--- src/rtl/riscv_pkg.sv ---
// Shared RISC-V front-end definitions: opcodes, fetch FSM states and fetch defaults.
package riscv_pkg;

    localparam int unsigned XLEN = 32;
    localparam logic [31:0] RESET_PC_DEFAULT = 32'h0000_0000;

    localparam logic [6:0] OP_LOAD   = 7'b0000011;
    localparam logic [6:0] OP_STORE  = 7'b0100011;
    localparam logic [6:0] OP_BRANCH = 7'b1100011;

    typedef enum logic [1:0] {
        ST_BOOT  = 2'd0,
        ST_FETCH = 2'd1,
        ST_FLUSH = 2'd2
    } fetch_state_e;

endpackage

--- src/rtl/instr_fetch_if.sv ---
// Fetch-stage bus bundle: instruction-memory handshake, branch redirect and decode handshake.
interface instr_fetch_if #(
    parameter int N = 32
);
    logic         imem_req;
    logic [N-1:0] imem_addr;
    logic         imem_gnt;
    logic         imem_rvalid;
    logic [N-1:0] imem_rdata;
    logic         redirect_valid;
    logic [N-1:0] redirect_pc;
    logic         inst_valid;
    logic         inst_ready;
    logic [N-1:0] inst_out;
    logic [N-1:0] inst_pc;

    modport master (
        output imem_req, imem_addr, inst_valid, inst_out, inst_pc,
        input  imem_gnt, imem_rvalid, imem_rdata, redirect_valid, redirect_pc, inst_ready
    );

    modport slave (
        input  imem_req, imem_addr, inst_valid, inst_out, inst_pc,
        output imem_gnt, imem_rvalid, imem_rdata, redirect_valid, redirect_pc, inst_ready
    );

endinterface

--- src/rtl/fetch_buffer.sv ---
// Two-entry in-order fetch queue: entries are allocated at grant, filled by responses
// in allocation order, and popped from the head once filled.
module fetch_buffer #(
    parameter int N = 32
) (
    input  logic         clk,
    input  logic         reset,
    input  logic         clear_i,
    input  logic         alloc_i,
    input  logic [N-1:0] alloc_pc_i,
    input  logic         fill_i,
    input  logic [N-1:0] fill_data_i,
    input  logic         pop_i,
    output logic         head_filled_o,
    output logic [N-1:0] head_pc_o,
    output logic [N-1:0] head_inst_o,
    output logic [1:0]   alloc_cnt_o,
    output logic [1:0]   unfilled_cnt_o
);

    localparam int DEPTH = 2;

    typedef struct packed {
        logic [N-1:0] pc;
        logic [N-1:0] inst;
        logic         filled;
    } entry_t;

    entry_t     ent_q [DEPTH];
    entry_t     ent_d [DEPTH];
    logic [1:0] cnt_q, cnt_d;
    logic [DEPTH-1:0] pending;

    always_comb begin
        ent_d = ent_q;
        cnt_d = cnt_q;
        // Fill the oldest unfilled entry before the pop shifts the queue.
        if (fill_i) begin
            if (cnt_d != 2'd0 && !ent_d[0].filled) begin
                ent_d[0].inst   = fill_data_i;
                ent_d[0].filled = 1'b1;
            end else if (cnt_d == 2'd2 && !ent_d[1].filled) begin
                ent_d[1].inst   = fill_data_i;
                ent_d[1].filled = 1'b1;
            end
        end
        if (pop_i && cnt_d != 2'd0) begin
            ent_d[0] = ent_d[1];
            ent_d[1] = '0;
            cnt_d    = cnt_d - 2'd1;
        end
        if (alloc_i && cnt_d != 2'd2) begin
            if (cnt_d == 2'd0) begin
                ent_d[0] = '{pc: alloc_pc_i, inst: '0, filled: 1'b0};
            end else begin
                ent_d[1] = '{pc: alloc_pc_i, inst: '0, filled: 1'b0};
            end
            cnt_d = cnt_d + 2'd1;
        end
        if (clear_i) begin
            ent_d[0] = '0;
            ent_d[1] = '0;
            cnt_d    = 2'd0;
        end
    end

    always_ff @(posedge clk) begin
        if (reset) begin
            ent_q[0] <= '0;
            ent_q[1] <= '0;
            cnt_q    <= 2'd0;
        end else begin
            ent_q[0] <= ent_d[0];
            ent_q[1] <= ent_d[1];
            cnt_q    <= cnt_d;
        end
    end

    for (genvar gi = 0; gi < DEPTH; gi++) begin : g_pending
        assign pending[gi] = (2'(gi) < cnt_q) && !ent_q[gi].filled;
    end

    assign unfilled_cnt_o = {1'b0, pending[0]} + {1'b0, pending[1]};
    assign alloc_cnt_o    = cnt_q;
    assign head_filled_o  = ent_q[0].filled;
    assign head_pc_o      = ent_q[0].filled ? ent_q[0].pc   : '0;
    assign head_inst_o    = ent_q[0].filled ? ent_q[0].inst : '0;

endmodule

--- src/rtl/instr_fetch.sv ---
// Instruction fetch stage: PC, memory request issue, redirect squash and decode hand-off.
// Define IFETCH_PERF_CNT_EN to add the stall_cnt output (cycles out of BOOT with no valid instruction).
module instr_fetch
    import riscv_pkg::*;
#(
    parameter int          N        = XLEN,
    parameter logic [N-1:0] RESET_PC = RESET_PC_DEFAULT
) (
    input  logic            clk,
    input  logic            reset,
    instr_fetch_if.master   bus
`ifdef IFETCH_PERF_CNT_EN
    ,
    output logic [31:0]     stall_cnt
`endif
);

    fetch_state_e state_q, state_d;
    logic [N-1:0] pc_q, pc_d;
    logic [1:0]   drop_q, drop_d;
    logic         grant, pop, fill, drop_rsp, rsp_tracked;
    logic [1:0]   alloc_cnt, unfilled_cnt, in_flight;
    logic         head_filled;
    logic [N-1:0] head_pc, head_inst;

    assign bus.imem_req  = (state_q != ST_BOOT) && (({1'b0, alloc_cnt} + {1'b0, drop_q}) < 3'd2);
    assign bus.imem_addr = pc_q;

    assign grant       = bus.imem_req && bus.imem_gnt;
    assign pop         = head_filled && bus.inst_ready;
    assign drop_rsp    = bus.imem_rvalid && (drop_q != 2'd0);
    assign fill        = bus.imem_rvalid && (drop_q == 2'd0) && !bus.redirect_valid;
    assign rsp_tracked = bus.imem_rvalid && ((drop_q != 2'd0) || (unfilled_cnt != 2'd0));
    // Requests still owed a response once a redirect cycle completes; all become drops.
    assign in_flight   = drop_q + unfilled_cnt + {1'b0, grant} - {1'b0, rsp_tracked};

    always_comb begin
        pc_d    = pc_q;
        drop_d  = drop_q;
        state_d = state_q;
        if (bus.redirect_valid) begin
            pc_d   = {bus.redirect_pc[N-1:2], 2'b00};
            drop_d = in_flight;
        end else begin
            if (grant) begin
                pc_d = pc_q + N'(4);
            end
            if (drop_rsp) begin
                drop_d = drop_q - 2'd1;
            end
        end
        unique case (state_q)
            ST_BOOT:  state_d = ST_FETCH;
            ST_FETCH: if (bus.redirect_valid && drop_d != 2'd0) state_d = ST_FLUSH;
            ST_FLUSH: if (drop_d == 2'd0) state_d = ST_FETCH;
            default:  state_d = ST_BOOT;
        endcase
    end

    always_ff @(posedge clk) begin
        if (reset) begin
            state_q <= ST_BOOT;
            pc_q    <= RESET_PC;
            drop_q  <= 2'd0;
        end else begin
            state_q <= state_d;
            pc_q    <= pc_d;
            drop_q  <= drop_d;
        end
    end

    fetch_buffer #(.N(N)) u_fetch_buffer (
        .clk            (clk),
        .reset          (reset),
        .clear_i        (bus.redirect_valid),
        .alloc_i        (grant),
        .alloc_pc_i     (pc_q),
        .fill_i         (fill),
        .fill_data_i    (bus.imem_rdata),
        .pop_i          (pop),
        .head_filled_o  (head_filled),
        .head_pc_o      (head_pc),
        .head_inst_o    (head_inst),
        .alloc_cnt_o    (alloc_cnt),
        .unfilled_cnt_o (unfilled_cnt)
    );

    assign bus.inst_valid = head_filled;
    assign bus.inst_out   = head_inst;
    assign bus.inst_pc    = head_pc;

`ifdef IFETCH_PERF_CNT_EN
    logic [31:0] stall_cnt_q;

    always_ff @(posedge clk) begin
        if (reset) begin
            stall_cnt_q <= 32'd0;
        end else if (state_q != ST_BOOT && !head_filled) begin
            stall_cnt_q <= stall_cnt_q + 32'd1;
        end
    end

    assign stall_cnt = stall_cnt_q;
`endif

endmodule

--- src/flat_wrapper.sv ---
// flat-port wrapper written by rule: the top's interface ports become plain ports
module instr_fetch_flat import riscv_pkg::*;
#(
    parameter int          N        = XLEN,
    parameter logic [N-1:0] RESET_PC = RESET_PC_DEFAULT
)
  (clk, reset, bus_imem_req, bus_imem_addr, bus_inst_valid, bus_inst_out, bus_inst_pc, bus_imem_gnt, bus_imem_rvalid, bus_imem_rdata, bus_redirect_valid, bus_redirect_pc, bus_inst_ready);
  instr_fetch_if #(.N(N)) bus_i ();
  input  logic clk;
  input  logic reset;
  output wire logic [$bits(bus_i.imem_req)-1:0] bus_imem_req;
  output wire logic [$bits(bus_i.imem_addr)-1:0] bus_imem_addr;
  output wire logic [$bits(bus_i.inst_valid)-1:0] bus_inst_valid;
  output wire logic [$bits(bus_i.inst_out)-1:0] bus_inst_out;
  output wire logic [$bits(bus_i.inst_pc)-1:0] bus_inst_pc;
  input wire logic [$bits(bus_i.imem_gnt)-1:0] bus_imem_gnt;
  input wire logic [$bits(bus_i.imem_rvalid)-1:0] bus_imem_rvalid;
  input wire logic [$bits(bus_i.imem_rdata)-1:0] bus_imem_rdata;
  input wire logic [$bits(bus_i.redirect_valid)-1:0] bus_redirect_valid;
  input wire logic [$bits(bus_i.redirect_pc)-1:0] bus_redirect_pc;
  input wire logic [$bits(bus_i.inst_ready)-1:0] bus_inst_ready;
  assign bus_imem_req = bus_i.imem_req;
  assign bus_imem_addr = bus_i.imem_addr;
  assign bus_inst_valid = bus_i.inst_valid;
  assign bus_inst_out = bus_i.inst_out;
  assign bus_inst_pc = bus_i.inst_pc;
  assign bus_i.imem_gnt = bus_imem_gnt;
  assign bus_i.imem_rvalid = bus_imem_rvalid;
  assign bus_i.imem_rdata = bus_imem_rdata;
  assign bus_i.redirect_valid = bus_redirect_valid;
  assign bus_i.redirect_pc = bus_redirect_pc;
  assign bus_i.inst_ready = bus_inst_ready;
  instr_fetch #(.N(N), .RESET_PC(RESET_PC)) u_core (.clk(clk), .reset(reset), .bus(bus_i));
endmodule
--- config.mk ---
export PLATFORM = sky130hd
export DESIGN_NAME = instr_fetch_flat
export DESIGN_NICKNAME = d
export VERILOG_FILES = /design/src/rtl/riscv_pkg.sv /design/src/rtl/instr_fetch_if.sv /design/src/rtl/fetch_buffer.sv /design/src/rtl/instr_fetch.sv /design/src/flat_wrapper.sv
export SDC_FILE = /design/constraint.sdc
export NUM_CORES = 1
export LEC_CHECK = 0
export BUFFER_PORTS_ARGS = -buffer_cell sky130_fd_sc_hd__buf_4
export CAP_MARGIN = 0
export CORE_ASPECT_RATIO = 1.4
export CORE_MARGIN = 2
export CORE_UTILIZATION = 55
export DETAILED_ROUTE_END_ITERATION = 10
export PLACE_DENSITY_LB_ADDON = 0.15
export SLEW_MARGIN = 20
export SYNTH_ARGS = -nofsm -noshare
export SYNTH_HDL_FRONTEND = slang
export SYNTH_SLANG_ARGS = --single-unit
--- constraint.sdc ---
create_clock -name clk -period 4.85 [get_ports clk]
set_input_delay 0.2425 -clock clk [delete_from_list [all_inputs] [get_ports clk]]
set_output_delay 0.2425 -clock clk [all_outputs]
set_load 0.02 [all_outputs]
==> results.yml <==
outcome:
  status: "finished clean"
logic_synthesis:
  synth_cells: 997
  synthTopCellsByCount: "dfxtp_1 (166), nor2_1 (101), nand2_1 (87)"
  synth.top_cell.area_share_pct: 40.2
  synth_area_mm2: 0.00826
  synth_area_leaders: "dfxtp_1 (40%), a211oi_1 (5.7%), and2_1 (5.4%), nor2_1 (4.6%), a311oi_1 (4.2%)"
  synth-seq-area-share_pct: 40.2
  synthXorXnorAreaFrac_pct: 1.17
  synthAdderAreaFrac_pct: 2.00
  synth_cell_type_count: 64
  synth_mux_area_share_pct: 4.15
  async_flop_share_pct: 0
  synth-simple-area-share_pct: 26.3
  syn_area_per_cell_um2: 8.28
  synth_top_family_by_area: "simple AND/OR/NAND/NOR gates"
  synthFlopType: "dfxtp_1"
  synth-edff-count: 0
  yosys_warnings: 0
  synth_compound_area_share_pct: 20.2
  yosysTopAreaCell: "dfxtp_1"
  yosys_register_bits: 166
  synth.most_common_cell: "dfxtp_1"
worst_setup_path:
  max_stage_delay_ps: 430
  cp_slowest_cell: "fa_1"
  worstSetupPathType: "reg2reg"
  start_kind: "flip-flop"
  crit_chain: "inv_1 > nor2_1 > fa_1 > or2_1 > nor3_2 > inv_2 > ha_1 > fa_1 > xor2_1 > xnor2_1 > and3_1 > a2111oi_0"
  required_ps: 5160
  endpoint_kind: "flip-flop"
  crit_top_cell: "fa_1"
  cp_max_fo: 16
  cp.arrival_ps: 3810
clock_tree:
  path_clk_slew_ps: 70
  cts_htree_levels: 4
  cts_tree: "yes"
  cts_hold_buf: 0
  ctsResizeCount: 0
  root_buffer: "clkbuf_16"
  cts_sinks: 166
  clk_latency_ps: 430
  cts_buffers: 17
  cts_post_setup_buffers_inserted: 0
  max-clock-path-buffers: 2
routing:
  ant_nets: 0
  drt_iter0_drc: 463
  wl_per_cell_um: 17.6
  dr.pass1.iters: 5
  vias: 7891
  drcViolationCount: 0
  vias_per_cell: 6.05
  drt_wl_total_um: 23000
sta:
  post-route-period-util_pct: 72.2
  layout_min_cycle_time_ps: 3500
  hold_slack_ps: 26.5
  fin_setup_tns_ps: 0
  hold_violations: 0
  slew_viol_final: 0
  skew_ps: 7.97
  relSlewSlack_pct: 33.7
  worst_pin_slew_ps: 994
  max_freq_mhz: 286
  rsz0062_at_grt: "no"
  setup_violations: 0
  setup_slack_ps: 1350
global_route:
  grt_pass1_vias: 7336
  grt_pass1_wl_um: 36200
  grt_usage_pct: 28.1
  grt_antenna_before_repair: 0
  grt_max_degree: 95
  grt_overflow: 0
power_and_ir_drop:
  total_power_uw: 3910
  max-vdd-ir-drop_mv: 0.237
  p_leak_uw: 0.00380
  power.density_mw_per_mm2: 386
min_path:
  holdCritPathClass: "in2reg"
floorplanning:
  die_y_um: 149
  start_util_pct: 55.6
  fp.dieW_um: 108
  io-pin-count: 168
  die-area_mm2: 0.0160
  coreArea_mm2: 0.0149
  row_count: 53
finish:
  antenna_cells: 0
  final_core_util_pct: 68.2
  syn2layout_area_growth_pct: 22.7
  final_layout_size_suffix_gt1_share_pct: 21.0
  fillCellCount: 1296
  finalNetCount: 1181
placement:
  pre_cts_ws_ps: 1350
  finalWeightedCongestion: 0.903
  hpwl_um: 14900
  port_buffers: 163
run:
  maxCapViolCount: 0
cell usage in the layout, fill, tap and decap left out, types with 5 or more instances in the layout:
master | synthesis | final
a211oi_1 | 63 | 63
or2_2 | 9 | 9
nand2_1 | 87 | 87
dfxtp_1 | 166 | 165
nor2b_1 | 6 | 6
nor3_1 | 14 | 14
o31ai_1 | 9 | 9
a31oi_1 | 6 | 6
nor2_1 | 101 | 101
and2_1 | 71 | 71
nand4_1 | 15 | 15
o211ai_1 | 32 | 32
and3_1 | 30 | 30
a2111oi_0 | 8 | 8
a311oi_1 | 40 | 40
ha_1 | 10 | 10
nor4_1 | 13 | 12
xnor2_1 | 9 | 9
bufinv_16 | 0 | 5
inv_1 | 24 | 24
nand3_1 | 47 | 46
clkbuf_16 | 0 | 17
or3_1 | 6 | 6
mux2i_1 | 32 | 32
inv_6 | 0 | 5
a21oi_1 | 40 | 40
or4_1 | 10 | 10
buf_4 | 2 | 179
path summary, 6_finish.rpt:
| kind | from | slack (ps) | to | depth (start not counted) |
|---|---|---|---|---|
| worst max-delay path | u_core.u_fetch_buffer.alloc_cnt_o[0]$_SDFF_PP0_ | 1350 | u_core.state_q[1]$_SDFFE_PP0P_ | 12 |
| worst min-delay path | bus_redirect_pc[17] | 30 | u_core.bus.imem_addr[17]$_SDFFE_PP0P_ | 3 |
| worst max register to register | u_core.u_fetch_buffer.alloc_cnt_o[0]$_SDFF_PP0_ | 1350 | u_core.state_q[1]$_SDFFE_PP0P_ | 12 |
| worst min register to register | u_core.u_fetch_buffer.ent_q[34]$_SDFF_PP0_ | 430 | u_core.u_fetch_buffer.ent_q[34]$_SDFF_PP0_ | 2 |
layer usage:
layer	vias to the layer above	share of wire [%]	GRT usage [%]
li1	3823	-	-
met1	3733	40	32.7
met2	272	49	47.1
met3	63	5.7	5.81
met4	0	4.9	16.6
met5	-	0	0
area by class of cell:
cell class	instances	area (µm²)	share of cell area, %
Multi-Input combinational cell	710	4470	44.1
Inverter	25	93.8	0.926
Clock inverter	15	239	2.36
Clock buffer	17	425	4.20
Sequential cell	166	3320	32.8
Timing Repair Buffer	179	1340	13.3
Tap cell	192	240	2.37
per-stage QoR:
stage	instances	area (µm²)
after global placement	1272	9470
after CTS	1304	10100
after floorplan	998	8260
final	1304	10100
after detailed placement	1272	9470
after global routing	1304	10100
flip-flops by register name, summed over array words and instances, names as in the netlist:
name,count
u_core.u_fetch_buffer.alloc_cnt_o,2
u_core.state_q,2
u_core.bus.imem_addr,30
u_core.u_fetch_buffer.head_filled_o,1
u_core.drop_q,2
u_core.u_fetch_buffer.ent_q,129
report_power, final:
| part | total, µW | switching [µW] | internal, µW | leakage (µW) |
|---|---|---|---|---|
| sequential | 1540 | 97.3 | 1440 | 0.00135 |
| clock | 1520 | 589 | 928 | 0.000321 |
| combinational | 852 | 557 | 295 | 0.00213 |
| total | 3910 | 1240 | 2660 | 0.00380 |
cell families after synthesis:
group,after synthesis
muxes,34
other,1
adders and majority gates,12
buffers and inverters,122
xor gates and xnor gates,11
and+or+nand+nor,427
AOI/OAI and AO/OA,224
DFF,166
critical path, delay by kind of cell (launching register included):
| kind | cells | cell delay [ps] |
|---|---|---|
| adders and majority gates | 3 | 1130 |
| and+or+nand+nor | 4 | 960 |
| DFF | 1 | 370 |
| xor gates and xnor gates | 2 | 340 |
| AOI/OAI and AO/OA | 1 | 340 |
| buffers and inverters | 2 | 250 |
No activity file was read; power rests on OpenSTA's default activity.
